## config.mk

```make
export PLATFORM = sky130hd
export DESIGN_NAME = isp_uart_rx
export DESIGN_NICKNAME = d
export VERILOG_FILES = /design/src/rtl/isp_uart_rx_pkg.sv /design/src/rtl/isp_uart_rx_fifo.sv /design/src/rtl/isp_uart_rx.sv
export SDC_FILE = /design/constraint.sdc
export NUM_CORES = 1
export LEC_CHECK = 0
export CORE_UTILIZATION = 57
export CTS_CLUSTER_SIZE = 8
export DETAILED_ROUTE_END_ITERATION = 6
export DONT_BUFFER_PORTS = 1
export GPL_ROUTABILITY_DRIVEN = 0
export PLACE_DENSITY_LB_ADDON = 0.08
export SYNTH_ARGS = -nofsm -noshare
export SYNTH_HDL_FRONTEND = slang
export SYNTH_SLANG_ARGS = --single-unit
```

## constraint.sdc

```tcl
create_clock -name CLK_BASE -period 3.2 [get_ports CLK_BASE]
set_input_delay 0.64 -clock CLK_BASE [delete_from_list [all_inputs] [get_ports CLK_BASE]]
set_output_delay 0.64 -clock CLK_BASE [all_outputs]
set_load 0.05 [all_outputs]
```

## src/rtl/isp_uart_rx_pkg.sv

```systemverilog
// Shared definitions for the ISP UART receiver: FSM state encoding,
// oversampling constants and the LSB-first shift helper.
package isp_uart_pkg;

  localparam int OVS_RATE     = 16;
  localparam int SAMPLE_PHASE = 8;
  localparam int DATA_BITS    = 8;

  typedef enum logic [2:0] {
    IDLE      = 3'd0,
    START     = 3'd1,
    DATA      = 3'd2,
    STOP      = 3'd3,
    WAIT_IDLE = 3'd4
  } rx_state_e;

  // Serial data arrives LSB first, so each new bit enters at the top.
  function automatic logic [7:0] shift_in(input logic [7:0] sr, input logic bit_in);
    return {bit_in, sr[7:1]};
  endfunction

endpackage

```

## src/rtl/isp_uart_rx_fifo.sv

```systemverilog
// Single-clock first-word-fall-through FIFO. A pop is evaluated before a push,
// so a push into a full FIFO is accepted when a pop happens in the same cycle.
module isp_sync_fifo #(
  parameter int WIDTH = 8,
  parameter int DEPTH = 16
) (
  input  logic                     clk,
  input  logic                     rst,
  input  logic                     wr_en,
  input  logic [WIDTH-1:0]         wr_data,
  input  logic                     rd_en,
  output logic [WIDTH-1:0]         rd_data,
  output logic                     full,
  output logic                     empty,
  output logic [$clog2(DEPTH):0]   level
);

  localparam int AW = $clog2(DEPTH);
  localparam logic [AW:0]   LVL_ZERO = {(AW+1){1'b0}};
  localparam logic [AW:0]   LVL_ONE  = {{AW{1'b0}}, 1'b1};
  localparam logic [AW:0]   LVL_FULL = (AW+1)'(DEPTH);
  localparam logic [AW-1:0] PTR_ZERO = {AW{1'b0}};
  localparam logic [AW-1:0] PTR_ONE  = LVL_ONE[AW-1:0];

  logic [WIDTH-1:0] mem_r [DEPTH];
  logic [AW-1:0]    wr_ptr_r;
  logic [AW-1:0]    rd_ptr_r;
  logic [AW:0]      level_r;
  logic [AW:0]      level_nxt_s;
  logic             empty_r;
  logic             full_s;
  logic             pop_s;
  logic             push_s;

  // Pop/push qualification and next occupancy.
  always_comb begin
    full_s      = (level_r == LVL_FULL);
    pop_s       = rd_en & ~empty_r;
    push_s      = wr_en & (~full_s | pop_s);
    level_nxt_s = level_r;
    case ({push_s, pop_s})
      2'b10:   level_nxt_s = level_r + LVL_ONE;
      2'b01:   level_nxt_s = level_r - LVL_ONE;
      default: level_nxt_s = level_r;
    endcase
  end

  // Pointers wrap naturally because DEPTH is a power of two.
  always_ff @(posedge clk) begin
    if (rst) begin
      wr_ptr_r <= PTR_ZERO;
      rd_ptr_r <= PTR_ZERO;
      level_r  <= LVL_ZERO;
      empty_r  <= 1'b1;
    end else begin
      if (push_s) wr_ptr_r <= wr_ptr_r + PTR_ONE;
      if (pop_s)  rd_ptr_r <= rd_ptr_r + PTR_ONE;
      level_r <= level_nxt_s;
      empty_r <= (level_nxt_s == LVL_ZERO);
    end
  end

  // Storage array, written only on an accepted push.
  always_ff @(posedge clk) begin
    if (push_s) mem_r[wr_ptr_r] <= wr_data;
  end

  // Head byte is forced to zero while empty so reset leaves a clean output.
  always_comb begin
    if (empty_r) begin
      rd_data = {WIDTH{1'b0}};
    end else begin
      rd_data = mem_r[rd_ptr_r];
    end
  end

  assign full  = full_s;
  assign empty = empty_r;
  assign level = level_r;

endmodule

```

## src/rtl/isp_uart_rx.sv

```systemverilog
// 8N1 UART receiver with 16x oversampling, sticky frame/overrun flags and a
// first-word-fall-through receive FIFO.
module isp_uart_rx
  import isp_uart_pkg::*;
#(
  parameter int OVS_DIV    = 27,
  parameter int FIFO_DEPTH = 16
) (
  input  logic                          CLK_BASE,
  input  logic                          FAB_RESET,
  input  logic                          UART_RXD,
  output logic [7:0]                    RX_DATA,
  output logic                          RX_VALID,
  input  logic                          RX_READY,
  output logic [$clog2(FIFO_DEPTH):0]   FIFO_LEVEL,
  output logic                          FRAME_ERR,
  output logic                          OVERRUN,
  input  logic                          ERR_CLR
);

  localparam int DIV_W = $clog2(OVS_DIV + 1);
  localparam logic [DIV_W-1:0] DIV_ZERO    = {DIV_W{1'b0}};
  localparam logic [DIV_W-1:0] DIV_ONE     = DIV_W'(1);
  localparam logic [DIV_W-1:0] DIV_LAST    = DIV_W'(OVS_DIV - 1);
  localparam logic [3:0]       TICK_ZERO   = 4'd0;
  localparam logic [3:0]       TICK_ONE    = 4'd1;
  localparam logic [3:0]       TICK_START  = 4'(SAMPLE_PHASE - 1);
  localparam logic [3:0]       TICK_CENTRE = 4'(OVS_RATE - 1);
  localparam logic [2:0]       BIT_ZERO    = 3'd0;
  localparam logic [2:0]       BIT_ONE     = 3'd1;
  localparam logic [2:0]       BIT_LAST    = 3'(DATA_BITS - 1);

  logic             rxd_meta_r;
  logic             rxd_sync_r;
  logic             rxd_prev_r;
  logic [1:0]       warm_r;
  logic             armed_r;
  logic [DIV_W-1:0] div_r;
  logic             tick_s;
  logic             fall_s;

  rx_state_e        state_r;
  rx_state_e        state_nxt_s;
  logic [3:0]       tick_cnt_r;
  logic [3:0]       tick_cnt_nxt_s;
  logic [2:0]       bit_cnt_r;
  logic [2:0]       bit_cnt_nxt_s;
  logic [7:0]       shift_r;
  logic [7:0]       shift_nxt_s;
  logic             push_s;
  logic             ferr_evt_s;
  logic             div_clr_s;
  logic             drop_s;

  logic             frame_err_r;
  logic             overrun_r;
  logic             fifo_full_s;
  logic             fifo_empty_s;

  // Two-flop synchronizer plus a delayed copy for falling-edge detection.
  always_ff @(posedge CLK_BASE) begin
    if (FAB_RESET) begin
      rxd_meta_r <= 1'b1;
      rxd_sync_r <= 1'b1;
      rxd_prev_r <= 1'b1;
    end else begin
      rxd_meta_r <= UART_RXD;
      rxd_sync_r <= rxd_meta_r;
      rxd_prev_r <= rxd_sync_r;
    end
  end

  // After reset the line must be seen genuinely high before a start edge counts,
  // so a frame already in flight at reset release is ignored.
  always_ff @(posedge CLK_BASE) begin
    if (FAB_RESET) begin
      warm_r  <= 2'b00;
      armed_r <= 1'b0;
    end else begin
      warm_r <= {warm_r[0], 1'b1};
      if (warm_r[1] & rxd_sync_r) armed_r <= 1'b1;
    end
  end

  assign fall_s = armed_r & rxd_prev_r & ~rxd_sync_r;
  assign tick_s = (div_r == DIV_LAST);

  // Oversample tick divider, realigned to the start edge.
  always_ff @(posedge CLK_BASE) begin
    if (FAB_RESET) begin
      div_r <= DIV_ZERO;
    end else if (div_clr_s || tick_s) begin
      div_r <= DIV_ZERO;
    end else begin
      div_r <= div_r + DIV_ONE;
    end
  end

  // Receive FSM next-state and datapath decisions.
  always_comb begin
    state_nxt_s    = state_r;
    tick_cnt_nxt_s = tick_cnt_r;
    bit_cnt_nxt_s  = bit_cnt_r;
    shift_nxt_s    = shift_r;
    push_s         = 1'b0;
    ferr_evt_s     = 1'b0;
    div_clr_s      = 1'b0;
    case (state_r)
      IDLE: begin
        if (fall_s) begin
          state_nxt_s    = START;
          tick_cnt_nxt_s = TICK_ZERO;
          bit_cnt_nxt_s  = BIT_ZERO;
          div_clr_s      = 1'b1;
        end else begin
          state_nxt_s = IDLE;
        end
      end
      START: begin
        if (tick_s && (tick_cnt_r == TICK_START)) begin
          tick_cnt_nxt_s = TICK_ZERO;
          if (!rxd_sync_r) begin
            state_nxt_s = DATA;
          end else begin
            state_nxt_s = IDLE;
          end
        end else if (tick_s) begin
          tick_cnt_nxt_s = tick_cnt_r + TICK_ONE;
        end else begin
          tick_cnt_nxt_s = tick_cnt_r;
        end
      end
      DATA: begin
        if (tick_s && (tick_cnt_r == TICK_CENTRE)) begin
          tick_cnt_nxt_s = TICK_ZERO;
          shift_nxt_s    = shift_in(shift_r, rxd_sync_r);
          if (bit_cnt_r == BIT_LAST) begin
            bit_cnt_nxt_s = BIT_ZERO;
            state_nxt_s   = STOP;
          end else begin
            bit_cnt_nxt_s = bit_cnt_r + BIT_ONE;
          end
        end else if (tick_s) begin
          tick_cnt_nxt_s = tick_cnt_r + TICK_ONE;
        end else begin
          tick_cnt_nxt_s = tick_cnt_r;
        end
      end
      STOP: begin
        if (tick_s && (tick_cnt_r == TICK_CENTRE)) begin
          tick_cnt_nxt_s = TICK_ZERO;
          if (rxd_sync_r) begin
            push_s      = 1'b1;
            state_nxt_s = IDLE;
          end else begin
            ferr_evt_s  = 1'b1;
            state_nxt_s = WAIT_IDLE;
          end
        end else if (tick_s) begin
          tick_cnt_nxt_s = tick_cnt_r + TICK_ONE;
        end else begin
          tick_cnt_nxt_s = tick_cnt_r;
        end
      end
      WAIT_IDLE: begin
        if (rxd_sync_r) begin
          state_nxt_s = IDLE;
        end else begin
          state_nxt_s = WAIT_IDLE;
        end
      end
      default: begin
        state_nxt_s = IDLE;
      end
    endcase
  end

  // FSM and shift register state.
  always_ff @(posedge CLK_BASE) begin
    if (FAB_RESET) begin
      state_r    <= IDLE;
      tick_cnt_r <= TICK_ZERO;
      bit_cnt_r  <= BIT_ZERO;
      shift_r    <= 8'h00;
    end else begin
      state_r    <= state_nxt_s;
      tick_cnt_r <= tick_cnt_nxt_s;
      bit_cnt_r  <= bit_cnt_nxt_s;
      shift_r    <= shift_nxt_s;
    end
  end

  assign drop_s = push_s & fifo_full_s & ~(RX_READY & ~fifo_empty_s);

  // Sticky error flags; a new event outranks a clear in the same cycle.
  always_ff @(posedge CLK_BASE) begin
    if (FAB_RESET) begin
      frame_err_r <= 1'b0;
      overrun_r   <= 1'b0;
    end else begin
      frame_err_r <= ferr_evt_s | (frame_err_r & ~ERR_CLR);
      overrun_r   <= drop_s | (overrun_r & ~ERR_CLR);
    end
  end

  isp_sync_fifo #(
    .WIDTH (8),
    .DEPTH (FIFO_DEPTH)
  ) u_fifo (
    .clk     (CLK_BASE),
    .rst     (FAB_RESET),
    .wr_en   (push_s),
    .wr_data (shift_r),
    .rd_en   (RX_READY),
    .rd_data (RX_DATA),
    .full    (fifo_full_s),
    .empty   (fifo_empty_s),
    .level   (FIFO_LEVEL)
  );

  assign RX_VALID  = ~fifo_empty_s;
  assign FRAME_ERR = frame_err_r;
  assign OVERRUN   = overrun_r;

endmodule
```

---- After elaboration in Yosys (flattened, before gate mapping) ----
Memories as Yosys holds them, arrays and structs flattened. A register that Yosys moved wholly into a read port is not among the register bits.
Index checks and enable logic that the tools add are counted.
storage, ports and cells
  output and inout bits ................... 16
  word-level logic and storage cells ...... 103
  bits of input ports ..................... 5
  RAM bits ................................ 128
  memories kept ........................... 1
  register bits ........................... 45
cells by class
  bitwise logic cells ..................... 17
  mux-type cells .......................... 32
  reductions and logical operators ........ 13
  eq/ne operators ......................... 16
  add/subtract/negate cells ............... 7
memory list
  memory        depth  bits a word  read ports  clocked after memory_dff  write ports  line                    text
  u_fifo.mem_r  16     8            1           1                         1            isp_uart_rx_fifo.sv:25  logic [WIDTH-1:0] mem_r [DEPTH];
operators by type and width
  operator                                              count
  2-to-1 mux 3 bit                                      8
  2-to-1 mux 4 bit                                      6
  one-hot mux 3 bit (5 select lines)                    1
  adder 4 x 1 -> 4 bit (second input constant)          3
  2-to-1 mux 1 bit                                      12
  one-hot mux 4 bit (3 select lines)                    1
  adder 5 x 1 -> 5 bit (second input constant)          2
  equality test 5 bit (second input constant)           2
  != test 2 bit (second input constant)                 5
  one-hot mux 5 bit (2 select lines)                    1
  bitwise AND 1 bit                                     9
  2-to-1 mux 8 bit                                      1
  equality test 3 x 2 -> 1 bit (second input constant)  2
  equality test 3 bit (second input constant)           2
  one-hot mux 3 bit (2 select lines)                    1
  logical NOT 5 bit                                     1
  NOT 1 bit                                             5
  subtractor 5 x 1 -> 5 bit (second input constant)     1
  equality test 4 x 3 -> 1 bit (second input constant)  1
  equality test 4 bit (second input constant)           1
  AND reduction 2 bit                                   2
  AND reduction 4 bit                                   1
  OR reduction 2 bit                                    2
  adder 3 x 1 -> 3 bit (second input constant)          1
  11 further kinds                                      14

---- Logic depth before layout (Yosys ltp) ----
Gate-level depths: netlist (run 1).
  depth after elaboration ................. 8
  mapped depth ............................ 15
  mapped depth without buffers ............ 14

---- Hierarchy ----
From an unflattened synthesis (run 1), not the netlist that was laid out.
second synthesis, totals
  cells, all modules ...................... 455
  area, all modules ....................... 7,282.0 sq um
by module, submodules not included
  module         sequential area each (sq um)  area an instance (sq um)  times used  cells each
  isp_sync_fifo  4,204.0                       5,895.7                   1           311
  isp_uart_rx    620.6                         1,386.3                   1           144

---- Worst setup path after synthesis (run 1) ----
Ideal clock, no wire load.
  kind .................................... register to register
  start point ............................. register div_r[0]
  end point ............................... register u_fifo.empty_r (netlist: u_fifo.empty)
  data arrival time ....................... 3,062 ps
  setup time .............................. 78 ps
  slack ................................... 61 ps
  data required time ...................... 3,122 ps
  clock period less this slack ............ 3,139 ps
  path buffers ............................ 1
  cell stages (with the launch flop) ...... 16
  cells stage by stage .................... dfxtp_1 -> inv_1 -> ha_1 -> nand4b_1 -> nor4_2 -> and2_1 -> buf_2 -> inv_2 -> ha_1 -> xor2_1 -> ha_1 -> nor2b_1 -> o32ai_1 -> mux2i_1 -> or3_1 -> nor3_1
on the way
  word-level cells in the longest chain between the ends .. 8
  elaborated cells between the ends (all ways) .. 9
  those cells by class .................... 3 x eq/ne; 3 x mux; 1 x bitwise; 2 x reduce/logical
ends and longest elaborated chain
  item                                                                        line                    text
  start, declared                                                             isp_uart_rx.sv:38       logic [DIV_W-1:0] div_r;
  start signal, assigned                                                      isp_uart_rx.sv:95       div_r <= div_r + DIV_ONE;
  equality test 5 bit (*)                                                     isp_uart_rx.sv:86       assign tick_s = (div_r == DIV_LAST);
  logical AND 1 bit (*)                                                       isp_uart_rx.sv:150      if (tick_s && (tick_cnt_r == TICK_CENTRE)) begin
  2-to-1 mux 1 bit (*)                                                        isp_uart_rx.sv:150
  2-to-1 mux 1 bit (*)                                                        isp_uart_rx.sv:108      case (state_r)
  bitwise AND 1 bit (*)                                                       isp_uart_rx_fifo.sv:39  push_s = wr_en & (~full_s | pop_s);
  equality test 2 x 1 -> 1 bit / equality test 2 bit (equally long branches)  isp_uart_rx_fifo.sv:41  case ({push_s, pop_s})
  one-hot mux 5 bit (2 select lines) (*)                                      isp_uart_rx_fifo.sv:41
  logical NOT 5 bit (*)                                                       isp_uart_rx_fifo.sv:59  empty_r <= (level_nxt_s == LVL_ZERO);
  end signal, assigned                                                        isp_uart_rx_fifo.sv:59
  end, declared                                                               isp_uart_rx_fifo.sv:30  logic empty_r;
Mark *: on every way between the ends. The rest lies on a longest branch, timed or not.
A chain may end at the register's enable or synchronous reset.

==> results.py, run 1 <==
metrics = {
    "outcome": {
        "status": "finished clean",
    },
    "final_layout": {
        "final_nets": 498,
        "area_delta_synth_final_pct": 13.2,
        "seqCellArea_um2": 4830,
        "num_antenna_cells": 0,
        "finish.utilization_pct": 66.9,
        "final_cells": 661,
        "nFillCells": 873,
        "multi_input_area_um2": 2220,
        "drive_gt1_share_pct": 23.3,
    },
    "synthesis": {
        "syn_nets": 470,
        "synth_seq_cells": 177,
        "synth_flop_cell": "edfxtp_1",
        "yosys_warnings": 0,
        "yosys.area.top_type": "edfxtp_1",
        "synth_edf_count": 128,
        "yosysSeqAreaShare_pct": 67.1,
        "synth_area_um2": 7190,
        "synth.avg_cell_area_um2": 15.9,
        "synthCells": 452,
        "yosysUniqueCellTypes": 51,
        "async_flop_share_pct": 0,
        "synth_top_area_share_pct": 53.5,
        "synth_area_leaders": "edfxtp_1 53%, dfxtp_1 14%, mux4_2 13%",
    },
    "power_and_ir_drop": {
        "clkPwrFrac_pct": 39.2,
        "power_leakage_nw": 2.80,
        "ir_drop_uv": 366,
        "combPwrFrac_pct": 11.5,
        "p_switching_mw": 1.18,
        "p_sw_share_pct": 23.2,
        "seqPwrFrac_pct": 49.4,
        "power.internal_mw": 3.90,
        "p_per_area_nw_per_um2": 624,
    },
    "global_route": {
        "grt_overflow_total": 0,
        "grt_pass1_wl_um": 20500,
        "antenna_found_initial": 0,
        "grt_max_degree": 43,
        "grt_pass1_vias": 3680,
        "gr-usage-all-layers_pct": 22.3,
    },
    "hold_path": {
        "hp-start": "FAB_RESET",
        "hold_path_class": "in2reg",
    },
    "timing": {
        "drv_slew": 0,
        "period_needed_ns": 3.08,
        "setup_tns_ns": 0,
        "layout_worst_path_cycle_share_pct": 96.4,
        "clock.fmax_mhz": 324,
        "grt_setup_unrepaired": "no",
        "relSlewSlack_pct": 53.9,
        "setup_viol": 0,
        "worst_slack_ns": 0.116,
        "hold_viol": 0,
        "tightestPinTransition_ns": 0.691,
        "clock_skew_ns": 0.0105,
    },
    "critical_path": {
        "start_kind": "flip-flop",
        "critical_path_class": "reg2out",
        "timing.rr.start": "state_r[2]",
        "end_kind": "output pin",
        "crit_arrival_ns": 2.44,
        "critPathRequiredTime_ns": 2.56,
        "critPathMaxFanout": 19,
    },
    "placed_design": {
        "port-buffer-count": 0,
        "place_hpwl_um": 8650,
        "dp_slack_ns": 0.0956,
        "placedCellCount": 628,
    },
    "die": {
        "core-area_um2": 12200,
        "die_x_um": 114,
        "start_util_pct": 59.1,
        "io_pins": 21,
        "rows": 40,
        "die-area_um2": 13100,
        "fp.dieH_um": 114,
    },
    "route": {
        "postRouteWirelength_um": 13200,
        "drt_iter0_markers": 375,
        "antenna_left": 0,
        "remaining_drc_errors": 0,
        "vias_per_cell": 5.77,
        "detailroute.via_count": 3815,
        "dr.pass1.iters": 4,
        "wl_per_cell_um": 20.0,
    },
    "clocking": {
        "numCtsBuffers": 17,
        "ctsLongestPathBuffers": 2,
        "clk_latency_ns": 0.42,
        "cts_root_buffer": "clkbuf_16",
        "clk_pin_slew_worst_paths_ns": 0.06,
        "cts_tree": "yes",
        "cts_hold_buffers": 0,
        "cts_max_level": 4,
        "clock_sinks": 177,
    },
    "run": {
        "maxCapViolations": 0,
    },
}
==> flip-flops by register name, indices dropped and copies added, names as in the netlist, 2 cells and up, named ones only <==
register,count
tick_cnt_r,4
shift_r,8
div_r,5
u_fifo.level,5
state_r,3
bit_cnt_r,3
u_fifo.wr_ptr_r,4
warm_r,2
u_fifo.mem_r,128
u_fifo.rd_ptr_r,4
==> repair_timing <==
action / 4_1_cts / 5_1_grt
pin swaps: 0 / 1
buffers inserted: 0 / 1
resized for setup: 7 / 4
endpoints found under the setup margin: 6 / 2
==> layer usage <==
layer	share of wire (%)	global-route usage (%)	vias up	wire length, um
met5	0	0	-	0
met4	1.8	9.35	0	239
met3	4.1	4.76	21	542
met2	50	36.4	90	6650
met1	44	29.3	1913	5820
li1	-	-	1791	-
==> through the flow <==
| stage | instance area, um^2 | total power, mW | hold WS [ns] |
|---|---|---|---|
| 3_3_place_gp | 7530 | 3.12 | 0.405 |
| 3_5_place_dp | 7530 | 3.13 | 0.400 |
| 5_1_grt | 8140 | 5.25 | 0.267 |
| 6_report | 8140 | 5.08 | 0.280 |
| 2_1_floorplan | 7190 | 3.02 | 0.389 |
| 4_1_cts | 8110 | 5.11 | 0.265 |
==> kinds of logic after synthesis <==
logic type	synth area share, %
AOI/OAI and AO/OA	3.03
xor gates and xnor gates	1.71
adders and majority gates	2.26
buffers and inverters	2.28
DFF	67.1
muxes	14.4
and+or+nand+nor	9.23
==> cells in the final DEF, fill, tap and decap left out, types with 4 or more instances in the layout <==
cell / netlist / layout
clkbuf_1: 7 / 6
a21oi_1: 16 / 16
clkbuf_16: 0 / 19
nand2b_1: 8 / 8
dfxtp_1: 49 / 47
nand4_1: 6 / 6
buf_4: 1 / 29
nand3_1: 10 / 10
mux2i_1: 12 / 12
ha_1: 13 / 13
and3_1: 4 / 4
xor2_1: 8 / 8
or3_1: 4 / 4
and2_2: 0 / 6
nand2_1: 13 / 13
inv_1: 10 / 10
nor2_1: 45 / 45
nor3_1: 8 / 8
edfxtp_1: 128 / 128
mux4_2: 40 / 40
xnor2_1: 6 / 6
==> power groups by stage <==
| stage | Clock (mW) | Sequential (mW) | Combinational, mW |
|---|---|---|---|
| final | 1.99 | 2.51 | 0.582 |
| after global routing | 2.10 | 2.51 | 0.633 |
| after CTS | 2.02 | 2.51 | 0.582 |
| after detailed placement | 0 | 2.55 | 0.576 |
| after global placement | 0 | 2.55 | 0.568 |
| after floorplan | 0 | 2.57 | 0.450 |
==> path summary, 6_finish.rpt <==
| path | end | slack, ns | cells after the start |
|---|---|---|---|
| max reg2reg | u_fifo.empty | 0.21 | 12 |
| max | RX_DATA[7] | 0.12 | 4 |
| min reg2reg | rxd_sync_r | 0.42 | 1 |
| min | flip-flop | 0.28 | 1 |
==> layout make-up <==
cell class / instances / area share, %
Clock buffer: 27 / 6.46
Inverter: 11 / 0.507
Sequential cell: 177 / 59.3
Tap cell: 168 / 2.58
Multi-Input combinational cell: 242 / 27.3
Timing Repair Buffer: 31 / 3.17
Clock inverter: 5 / 0.600
==> worst max-delay path, stage by stage (launching register included) <==
cell and delay [ns]:
dfxtp_4 0.43, buf_12 0.21, mux4_2 0.57, mux4_2 0.49
and2_2 0.31
==> synthesized netlist by cell type (2+ instances only) <==
| cell | n |
|---|---|
| buf_2 | 5 |
| mux4_2 | 40 |
| mux2i_1 | 12 |
| nand3b_1 | 2 |
| o21ai_0 | 3 |
| a311oi_1 | 3 |
| nand2_1 | 13 |
| buf_1 | 5 |
| and3_1 | 4 |
| dfxtp_1 | 49 |
| nor2b_1 | 3 |
| o21ai_1 | 2 |
| a31oi_1 | 2 |
| inv_1 | 10 |
| clkbuf_1 | 7 |
| nor3_1 | 8 |
| buf_6 | 4 |
| xor2_1 | 8 |
| edfxtp_1 | 128 |
| a21oi_1 | 16 |
| nand2b_1 | 8 |
| nand4_1 | 6 |
| ha_1 | 13 |
| xnor2_1 | 6 |
| nand4b_1 | 2 |
| or3_1 | 4 |
| nor2_1 | 45 |
| nand3_1 | 10 |
| or2_2 | 3 |
| and2_1 | 10 |
(Power assumes the default switching activity.)
==> inputs of run 2 (changes only) <==
--- a/config.mk
+++ b/config.mk
@@ -14,3 +14,4 @@
 export SYNTH_ARGS = -nofsm -noshare
 export SYNTH_HDL_FRONTEND = slang
 export SYNTH_SLANG_ARGS = --single-unit
+export TNS_END_PERCENT = 100
==> results of run 2 <==
No change in the layout: final DEF, timing and power equal those of run 1.
==> inputs of run 3 (changes only) <==
--- a/config.mk
+++ b/config.mk
@@ -5,7 +5,7 @@
 export SDC_FILE = /design/constraint.sdc
 export NUM_CORES = 1
 export LEC_CHECK = 0
-export CORE_UTILIZATION = 57
+export CORE_UTILIZATION = 65
 export CTS_CLUSTER_SIZE = 8
 export DETAILED_ROUTE_END_ITERATION = 6
 export DONT_BUFFER_PORTS = 1
==> constraint.sdc (replaced) <==
create_clock -name CLK_BASE -period 3.9 [get_ports CLK_BASE]
set_input_delay 0.78 -clock CLK_BASE [delete_from_list [all_inputs] [get_ports CLK_BASE]]
set_output_delay 0.78 -clock CLK_BASE [all_outputs]
set_load 0.05 [all_outputs]
==> run 3 against run 2 <==
Wire length grew 4.7%. Sequential power is 17% lower. Register-to-register slack improved by 0.18 ns. First-iteration DRC count fell by 9.1%. Setup slack gained 0.27 ns. Hold slack gained 0.037 ns. Non-clock buffer count is 20 lower. Clock skew shrank 0.0038 ns. Critical path depth up 10. Critical path type is now reg2reg.
==> results.py, run 3 (same netlist as run 1, synthesis figures left out) <==
metrics = {
    "route": {
        "remaining_drc_errors": 0,
        "antenna_left": 0,
        "wl_per_cell_um": 22.6,
        "dr.pass1.iters": 6,
        "postRouteWirelength_um": 13900,
        "vias_per_cell": 6.32,
        "detailroute.via_count": 3877,
        "drt_iter0_markers": 341,
    },
    "final_layout": {
        "reg.largest.list": "u_fifo.mem_r x128, shift_r x8",
        "num_antenna_cells": 0,
        "drive_gt1_share_pct": 18.8,
        "area_delta_synth_final_pct": 10.7,
        "finish.utilization_pct": 73.7,
        "largest_reg_flops": 128,
        "fin_area_um2": 7960,
        "top_register": "u_fifo.mem_r",
        "layout_common_cells": "128 x edfxtp_1, 48 x dfxtp_1, 45 x nor2_1, 40 x mux4_2",
        "final_common_cell": "edfxtp_1",
        "nFillCells": 658,
        "final_nets": 478,
    },
    "critical_path": {
        "r2r_cells": 14,
        "timing.rr.start": "div_r[0]",
        "rr_endpoint": "u_fifo.empty",
        "slowest_stage": "nor4_4",
        "end_kind": "flip-flop",
        "critical_path_class": "reg2reg",
        "critPathMaxFanout": 7,
        "crit_arrival_ns": 3.95,
        "crit_top_cell": "ha_1",
        "slowest_delay_ns": 0.41,
        "critical_path.cell_chain": "inv_1 -> ha_1 -> nand4b_1 -> nor4_4 -> and2_1 -> inv_2 -> ha_1 -> xor2_1 -> ha_1 -> nor2b_1 -> o32ai_1 -> mux2i_1 -> or3_1 -> nor3_1",
        "start_kind": "flip-flop",
        "crit_start": "div_r[0]",
        "critPathRequiredTime_ns": 4.34,
        "r2r_slack_ns": 0.39,
    },
    "placed_design": {
        "port-buffer-count": 0,
        "place_hpwl_um": 8130,
        "placed_cell_area_um2": 7340,
    },
    "power_and_ir_drop": {
        "p_sw_share_pct": 23.0,
        "seqPwrFrac_pct": 48.7,
        "power.internal_mw": 3.29,
        "clkPwrFrac_pct": 41.3,
        "p_per_area_nw_per_um2": 536,
        "combPwrFrac_pct": 10.0,
        "power_leakage_nw": 2.69,
        "p_switching_mw": 0.981,
        "ir_drop_uv": 332,
        "finalPower_mw": 4.27,
    },
    "clocking": {
        "cts_root_buffer": "clkbuf_8",
        "cts_tree": "yes",
        "clock_sinks": 177,
        "clk_pin_slew_worst_paths_ns": 0.06,
        "cts_max_level": 4,
        "post_cts_buffers": 0,
        "ctsLongestPathBuffers": 2,
        "cts_hold_buffers": 0,
        "numCtsBuffers": 17,
        "clk_latency_ns": 0.53,
    },
    "hold_path": {
        "hold_path_class": "in2reg",
        "hp-start": "FAB_RESET",
        "whs_path_depth": 1,
        "holdPathEnd": "u_fifo.level[2]",
    },
    "run": {
        "maxCapViolations": 0,
    },
    "timing": {
        "relSlewSlack_pct": 35.0,
        "grt_setup_unrepaired": "no",
        "layout_worst_path_cycle_share_pct": 90.0,
        "drv_slew": 0,
        "hold_viol": 0,
        "clock.fmax_mhz": 285,
        "tightestPinTransition_ns": 0.972,
        "setup_tns_ns": 0,
        "period_needed_ns": 3.51,
        "clock_skew_ns": 0.00664,
        "setup_viol": 0,
    },
    "global_route": {
        "grt_pass1_wl_um": 21500,
        "grt_overflow_total": 0,
        "antenna_found_initial": 1,
        "grt_pass1_vias": 3908,
        "gr-usage-all-layers_pct": 26.8,
        "grt_max_degree": 43,
    },
    "die": {
        "start_util_pct": 66.6,
        "core-area_um2": 10800,
        "rows": 38,
        "die-area_um2": 11500,
        "die_x_um": 107,
        "fp.dieH_um": 107,
        "io_pins": 21,
    },
    "outcome": {
        "status": "finished clean",
    },
}
[run 3: stage by stage]
stage	hold slack, ns	std cells	setup WS, ns
floorplan	0.389	452	0.761
global placement	0.401	581	0.498
detailed placement	0.402	581	0.354
CTS	0.288	613	0.335
global route	0.285	613	0.0428
finish	0.317	613	0.389
[run 3: final cells by class]
| cell class | instances | area, um^2 | share of cell area [%] |
|---|---|---|---|
| Clock inverter | 13 | 191 | 2.41 |
| Clock buffer | 19 | 422 | 5.30 |
| Multi-Input combinational cell | 242 | 2210 | 27.7 |
| Tap cell | 140 | 175 | 2.20 |
| Sequential cell | 177 | 4830 | 60.6 |
| Inverter | 11 | 41.3 | 0.519 |
| Timing Repair Buffer | 11 | 95.1 | 1.19 |
[run 3: worst max-delay path by stage]
stage | slack (ns) | to | depth (start not counted)
5_1_grt | 0.04 | u_fifo.empty | 14
3_3_place_gp | 0.50 | u_fifo.empty | 14
6_report | 0.39 | u_fifo.empty | 14
4_1_cts | 0.34 | u_fifo.empty | 14
2_1_floorplan | 0.76 | u_fifo.empty | 15
3_5_place_dp | 0.35 | u_fifo.empty | 14
[run 3: power groups by stage]
| stage | registers, mW | clock network, mW | logic, mW |
|---|---|---|---|
| floorplan | 2.11 | 0 | 0.369 |
| global placement | 2.12 | 0 | 0.417 |
| detailed placement | 2.12 | 0 | 0.424 |
| CTS | 2.08 | 1.78 | 0.429 |
| global route | 2.09 | 1.85 | 0.463 |
| finish | 2.08 | 1.76 | 0.426 |
[run 3: worst max-delay path, delay by kind of cell, from the launching register on]
kind | cells | cell delay, ns
xor+xnor | 1 | 0.17
simple gates | 6 | 1.70
buf+inv | 2 | 0.12
compound gates | 1 | 0.32
mux | 1 | 0.11
fa+ha+maj | 3 | 0.67
flops | 1 | 0.33
[run 3: layer usage]
metal  wire [um]  vias up  track usage [%]
met2        7210      152             43.5
li1            -     1750                -
met5           0        -                0
met1        5670     1954             34.9
met4         242        0             12.0
met3         740       21             5.84
[run 3: timing repair]
item                                    in CTS  in global routing
endpoints found under the hold margin        0                  0
endpoints found under the setup margin       0                  1
gates resized for setup                      0                  1
